<file path="config.mk">
export PLATFORM = sky130hd
export DESIGN_NAME = joy_db15_responder_flat
export DESIGN_NICKNAME = d
export VERILOG_FILES = /design/src/rtl/joy_db15_if.sv /design/src/rtl/joy_db15_responder.sv /design/src/flat_wrapper.sv
export SDC_FILE = /design/constraint.sdc
export NUM_CORES = 1
export LEC_CHECK = 0
export ABC_AREA = 0
export BUFFER_PORTS_ARGS = -buffer_cell sky130_fd_sc_hd__buf_4
export CAP_MARGIN = 30
export CORE_ASPECT_RATIO = 0.7
export CORE_MARGIN = 5
export CORE_UTILIZATION = 40
export DETAILED_ROUTE_END_ITERATION = 7
export GPL_TIMING_DRIVEN = 0
export SLEW_MARGIN = 20
export SYNTH_ARGS = -nofsm -noshare
export SYNTH_HDL_FRONTEND = slang
export SYNTH_SLANG_ARGS = --single-unit
</file>
<file path="constraint.sdc">
create_clock -name clk -period 1.9 [get_ports clk]
set_input_delay 0.38 -clock clk [delete_from_list [all_inputs] [get_ports clk]]
set_output_delay 0.38 -clock clk [all_outputs]
set_load 0.02 [all_outputs]
</file>
<file path="src/rtl/joy_db15_if.sv">
// DB15 UserIO serial link between the reader and the adapter.
// Reader drives clock and load; the adapter returns serial data.
interface joy_db15_if;
  logic joy_clk;
  logic joy_load;
  logic joy_data;

  modport master (
    output joy_clk,
    output joy_load,
    input  joy_data
  );

  modport slave (
    input  joy_clk,
    input  joy_load,
    output joy_data
  );
endinterface

</file>
<file path="src/rtl/joy_db15_responder.sv">
// Device-side model of the DB15 adapter shift-register chain.
// Latches both player words on load, shifts them out LSB-first.
module joy_db15_responder #(
  parameter int          WORD_BITS = 16,
  parameter logic [23:0] TIMEOUT   = 24'd4800000
) (
  input  logic                 clk,
  input  logic                 reset_n,
  joy_db15_if.slave            joy,
  input  logic [WORD_BITS-1:0] joystick1,
  input  logic [WORD_BITS-1:0] joystick2,
  output logic                 frame_done,
  output logic [5:0]           bit_cnt,
  output logic                 link_active
);

  localparam int          FB  = 2 * WORD_BITS;
  localparam logic [5:0]  FB6 = 6'(FB);

  typedef enum logic [1:0] {
    S_IDLE,
    S_LOAD,
    S_SHIFT,
    S_DONE
  } state_t;

  state_t        r_st;
  state_t        w_nxt;
  logic [2:0]    r_ck;
  logic [2:0]    r_ld;
  logic [FB-1:0] r_sreg;
  logic [FB-1:0] w_sreg_n;
  logic [FB-1:0] w_frame;
  logic [5:0]    r_cnt;
  logic [5:0]    w_cnt_n;
  logic [5:0]    w_cnt_inc;
  logic          r_done;
  logic          w_done_n;
  logic          r_data;
  logic [23:0]   r_wd;
  logic          r_link;
  logic          w_ck_rise;
  logic          w_ld_s;
  logic          w_ld_fall;
  logic          w_to;

  assign w_ck_rise = r_ck[1] & ~r_ck[2];
  assign w_ld_s    = r_ld[1];
  assign w_ld_fall = ~r_ld[1] & r_ld[2];
  assign w_frame   = ~{joystick2, joystick1};
  assign w_cnt_inc = r_cnt + 6'd1;
  assign w_to      = ~w_ld_fall
                   & (r_wd == TIMEOUT - 24'd1);

  assign joy.joy_data = r_data;
  assign frame_done   = r_done;
  assign bit_cnt      = r_cnt;
  assign link_active  = r_link;

  // Two-flop synchronisers plus a third stage for edge detect
  always_ff @(posedge clk or negedge reset_n) begin
    if (!reset_n) begin
      r_ck <= 3'b111;
      r_ld <= 3'b111;
    end else begin
      r_ck <= {r_ck[1:0], joy.joy_clk};
      r_ld <= {r_ld[1:0], joy.joy_load};
    end
  end

  // Link watchdog: restarted by every load, drops link when it expires
  always_ff @(posedge clk or negedge reset_n) begin
    if (!reset_n) begin
      r_wd   <= '0;
      r_link <= 1'b0;
    end else if (w_ld_fall) begin
      r_wd   <= '0;
      r_link <= 1'b1;
    end else begin
      if (r_wd != TIMEOUT)
        r_wd <= r_wd + 24'd1;
      if (w_to)
        r_link <= 1'b0;
    end
  end

  // State, shift register and counter registers
  always_ff @(posedge clk or negedge reset_n) begin
    if (!reset_n) begin
      r_st   <= S_IDLE;
      r_sreg <= '1;
      r_cnt  <= '0;
      r_done <= 1'b0;
    end else begin
      r_st   <= w_nxt;
      r_sreg <= w_sreg_n;
      r_cnt  <= w_cnt_n;
      r_done <= w_done_n;
    end
  end

  // Next-state logic; a low load always takes priority over shifting
  always_comb begin
    w_nxt    = r_st;
    w_sreg_n = r_sreg;
    w_cnt_n  = r_cnt;
    w_done_n = 1'b0;
    unique case (r_st)
      S_IDLE: begin
        if (!w_ld_s)
          w_nxt = S_LOAD;
      end
      S_LOAD: begin
        if (w_ld_s) begin
          w_nxt = S_SHIFT;
        end else begin
          w_sreg_n = w_frame;
          w_cnt_n  = '0;
        end
      end
      S_SHIFT: begin
        if (!w_ld_s) begin
          w_nxt = S_LOAD;
        end else if (w_ck_rise) begin
          w_sreg_n = {1'b1, r_sreg[FB-1:1]};
          w_cnt_n  = w_cnt_inc;
          if (w_cnt_inc == FB6) begin
            w_done_n = 1'b1;
            w_nxt    = S_DONE;
          end
        end
      end
      S_DONE: begin
        if (!w_ld_s)
          w_nxt = S_LOAD;
      end
      default: w_nxt = S_IDLE;
    endcase
    if (w_to)
      w_nxt = S_IDLE;
  end

  // Serial output: idle-high outside LOAD/SHIFT
  always_ff @(posedge clk or negedge reset_n) begin
    if (!reset_n)
      r_data <= 1'b1;
    else if (r_st == S_LOAD || r_st == S_SHIFT)
      r_data <= r_sreg[0];
    else
      r_data <= 1'b1;
  end

endmodule

</file>
<file path="src/flat_wrapper.sv">
// flat-port wrapper written by rule: the top's interface ports become plain ports
module joy_db15_responder_flat 
#(
  parameter int          WORD_BITS = 16,
  parameter logic [23:0] TIMEOUT   = 24'd4800000
)
  (clk, reset_n, joystick1, joystick2, frame_done, bit_cnt, link_active, joy_joy_clk, joy_joy_load, joy_joy_data);
  joy_db15_if joy_i ();
  input  logic clk;
  input  logic reset_n;
  input  logic [WORD_BITS-1:0] joystick1;
  input  logic [WORD_BITS-1:0] joystick2;
  output logic frame_done;
  output logic [5:0] bit_cnt;
  output logic link_active;
  input wire logic [$bits(joy_i.joy_clk)-1:0] joy_joy_clk;
  input wire logic [$bits(joy_i.joy_load)-1:0] joy_joy_load;
  output wire logic [$bits(joy_i.joy_data)-1:0] joy_joy_data;
  assign joy_i.joy_clk = joy_joy_clk;
  assign joy_i.joy_load = joy_joy_load;
  assign joy_joy_data = joy_i.joy_data;
  joy_db15_responder #(.WORD_BITS(WORD_BITS), .TIMEOUT(TIMEOUT)) u_core (.clk(clk), .reset_n(reset_n), .joy(joy_i), .joystick1(joystick1), .joystick2(joystick2), .frame_done(frame_done), .bit_cnt(bit_cnt), .link_active(link_active));
endmodule
</file>
==> results list <==
- The flow ran to the end, and the final reports show no timing, DRC or antenna violations.
* Data required time at the worst endpoint: 2.09 ns
- The worst setup path is launched from a register.
* Cell types with the largest area share after synthesis: sky130_fd_sc_hd__dfstp_2 29%, sky130_fd_sc_hd__dfrtp_1 24%, sky130_fd_sc_hd__nor2_1 9.8%, sky130_fd_sc_hd__a21oi_1 9.0%, sky130_fd_sc_hd__xor2_1 3.9%
- Sequential elements use 52.5% of the synthesized area.
- Cells with a size suffix above 1 make up 31.2% of the layout.
- Detail Route Antenna Nets: 0
- The clock reaches the later pin of the worst-skew pair after 0.32 ns.
- Total Routed Length: 7830 um
* Crit end category: register
- Net count reported at finish: 492
* Area of the multi-input gates: 1660 um2
- DR iter-0 viols: 153
- Sinks on the clock net: 73
- Once layout is done, the placed cells without fillers occupy 4560 um2.
* Path type of the worst setup path: register to register
* Fin. max-slew vios: 0
* Post-synth top flop: sky130_fd_sc_hd__dfstp_2
- Final antenna diode count: 0
* Fraction of post-synthesis cell area in the top cell type by area: 28.7%
* Per-cell routed wire length: 13.6 um
- The detailed router placed 2887 vias in this run.
- Counting the fill cells in the layout gives 805.
- Entering global routing, the biggest net connects 74 pins.
- Number of antenna violations at the first check in global routing: 0
- The first detailed-routing pass took 5 iterations.
* Seq. cell area: 1880 um2
* Area growth syn-to-layout: 27.8%
* Number of H-tree levels: 3
- Gr ovfl total: 0
* Most common library cell in the layout ignoring fill and taps: sky130_fd_sc_hd__nor2_1
- Synthesis produced a netlist whose cell count is 389.
- In this run the standard cell core region covers 8580 um2.
* Commonest cells after routing, fill and taps aside: 93 x sky130_fd_sc_hd__nor2_1, 64 x sky130_fd_sc_hd__a21oi_1, 54 x sky130_fd_sc_hd__buf_4
* Synthesis-stage register bit count: 73
- In the final timing run, aggregate negative setup slack is 0 ns.
* Setup repair after global routing missed its margin: true
* Mean instance size in the synthesized netlist: 9.18 um2
- The floorplan step defined a die boundary enclosing 10900 um2.
- The worst path meets setup with 0.0485 ns of slack.
- Via density: 5.02
* Worst clock skew on the final layout: 0.00452 ns
* Number of standard-cell rows in the floorplan: 28
- The final critical path takes up 97.4% of the cycle.
- Time the worst path needs with I/O delays and setup: 1.85 ns
- In this run, synthesis inferred 0 flip-flops with an integrated enable.
* Wire length of the first global-routing pass: 13300 um
- Synthesis instantiated 45 different standard cells from the library.
* Hold violation total from the final report: 0
* Peak ir drop on the vdd network: 0.603 mV
- The number of clock buffers added by TritonCTS is 9.
- The die is 89.0 um tall.
- The congestion estimate from routability-driven global placement came to 0.769.
- 45 I/O pins were placed.
- Static timing analysis puts the maximum clock frequency at 540 MHz.
- In this run the clock root is driven by a sky130_fd_sc_hd__clkbuf_16.
- In this run the static leakage power is 0.00199 uW.
- Post-Syn Area: 3570 um2
- The synthesized design spends more area on one cell type than any other, namely sky130_fd_sc_hd__dfstp_2.
- Remaining DRCs: 0
* Design Power: 5640 uW
- Path depth of the worst reg2reg path: 7
- The via count of the first global-routing pass is 2774.
* Yosys warnings: 0
* Syn Nets: 431
* Overall global routing resource usage: 15.4%
- Area post-placement: 4050 um2
- PD cells: 1240 nW/um2
* Pre-CTS setup slack: -0.285 ns
- Final HPWL DP: 5290 um
- Worst slew margin relative to its limit: 68.2%
* Transition time at the pin with the least slew margin: 0.478 ns
* Crit path DAT: 2.05 ns
- Endpoints failing setup: 0
- Port buffering added 44 buffers.
- Clock-pin slew was measured on the worst setup and hold paths at 0.06 ns.
- Layout Utilization: 53.2%
- Of all nets on the critical path, the largest fanout is 3.
* CTS max path bufs: 2
- TritonCTS clock tree: done
* Hold/Removal Path Class: input pin to asynchronous set/reset pin
* Overall die width: 123 um
- Initial core utilization: 41.6%
- Share of flip-flops with an asynchronous set or reset: 100%
- Across the run, the number of max-cap violations was 0.
[Yosys cell counts, drive strengths merged (2+ instances only)]
| cell | n |
|---|---|
| and3 | 8 |
| nand2 | 22 |
| a22o | 2 |
| nor2 | 93 |
| xor2 | 16 |
| clkbuf | 14 |
| ha | 6 |
| nor3 | 7 |
| and4 | 4 |
| or4b | 2 |
| dfstp | 39 |
| o21ai | 10 |
| inv | 8 |
| buf | 7 |
| dfrtp | 34 |
| a21oi | 64 |
| or2 | 3 |
| xnor2 | 6 |
| nand4 | 8 |
| nand3 | 9 |
| nand2b | 3 |
| nand3b | 2 |
| nor4bb | 2 |
| a31oi | 2 |
[flip-flops by register name (all words and copies together), names as in the netlist]
| signal | cells |
|---|---|
| u_core.r_sreg | 32 |
| u_core.r_wd | 24 |
| u_core.bit_cnt | 6 |
| u_core.r_ck | 3 |
| u_core.r_ld | 3 |
| u_core.r_st | 2 |
| u_core.frame_done | 1 |
| u_core.joy.joy_data | 1 |
| u_core.link_active | 1 |
[stage by stage]
| stage | instances | hold slack, ns |
|---|---|---|
| floorplan | 389 | 0.0844 |
| global placement | 553 | 0.346 |
| detailed placement | 553 | 0.347 |
| CTS | 569 | 0.149 |
| global route | 575 | 0.0386 |
| finish | 575 | 0.00501 |
[routing by layer]
metal | vias up | part of all wire (%) | routed length (um) | global-route usage, %
li1 | 1446 | - | - | -
met1 | 1380 | 52 | 4060 | 22.5
met2 | 59 | 43 | 3380 | 21.9
met3 | 2 | 4.5 | 353 | 4.93
met4 | 0 | 0.49 | 38 | 4.57
met5 | - | 0 | 0 | 0
[cells by family (layout without fill, tap and decap cells)]
kind of cell	Yosys count	in the layout	share of synthesized area (%)
simple gates	171	171	23.1
xor+xnor	22	22	5.40
compound gates	87	87	13.3
mux	1	1	0.280
buf+inv	29	95	3.29
fa+ha+maj	6	6	2.10
flops	73	73	52.5
[power by group]
group / internal (uW) / switching (uW)
logic: 557 / 728
registers: 2180 / 245
clock network: 1320 / 612
total: 4050 / 1590
[worst max-delay path, stage by stage (launching register included)]
cell	delay (ns)
sky130_fd_sc_hd__dfrtp_1	0.40
sky130_fd_sc_hd__inv_2	0.08
sky130_fd_sc_hd__ha_1	0.14
sky130_fd_sc_hd__or4b_4	0.46
sky130_fd_sc_hd__nor3_2	0.13
sky130_fd_sc_hd__and4_4	0.27
sky130_fd_sc_hd__mux2i_1	0.19
sky130_fd_sc_hd__nor2_1	0.06
[final cells by class]
type,count,share of cell area (%)
plain buffers,18,2.06
flip-flops and latches,73,41.2
multi-input cells,287,36.3
repair buffers,53,8.99
inverters,8,0.658
well taps,120,3.29
clock inverters,5,2.25
clock buffers,11,5.32
[path summary, 6_finish.rpt]
kind | startpoint | end | slack, ns
setup / recovery | u_core.r_wd[0]$_DFFE_PN0P_ | u_core.r_wd[1]$_DFFE_PN0P_ | 0.05
hold / removal | reset_n | u_core.r_wd[18]$_DFFE_PN0P_ | 0.005
setup reg to reg | u_core.r_wd[0]$_DFFE_PN0P_ | u_core.r_wd[1]$_DFFE_PN0P_ | 0.05
hold reg to reg | u_core.r_ck[0]$_DFF_PN1_ | u_core.r_ck[1]$_DFF_PN1_ | 0.36
max in group asynchronous | reset_n | u_core.joy.joy_data$_DFF_PN1_ | 1.27
min in group clk | joy_joy_clk | u_core.r_ck[0]$_DFF_PN1_ | 0.17
[what timing repair did]
| action | CTS | global route |
|---|---|---|
| gates resized for setup | 11 | 19 |
| buffers inserted | 1 | 7 |
| setup endpoints to repair | 44 | 39 |
| hold buffers | 0 | 0 |
| pin swaps | 1 | 5 |
(Power assumes the default switching activity.)
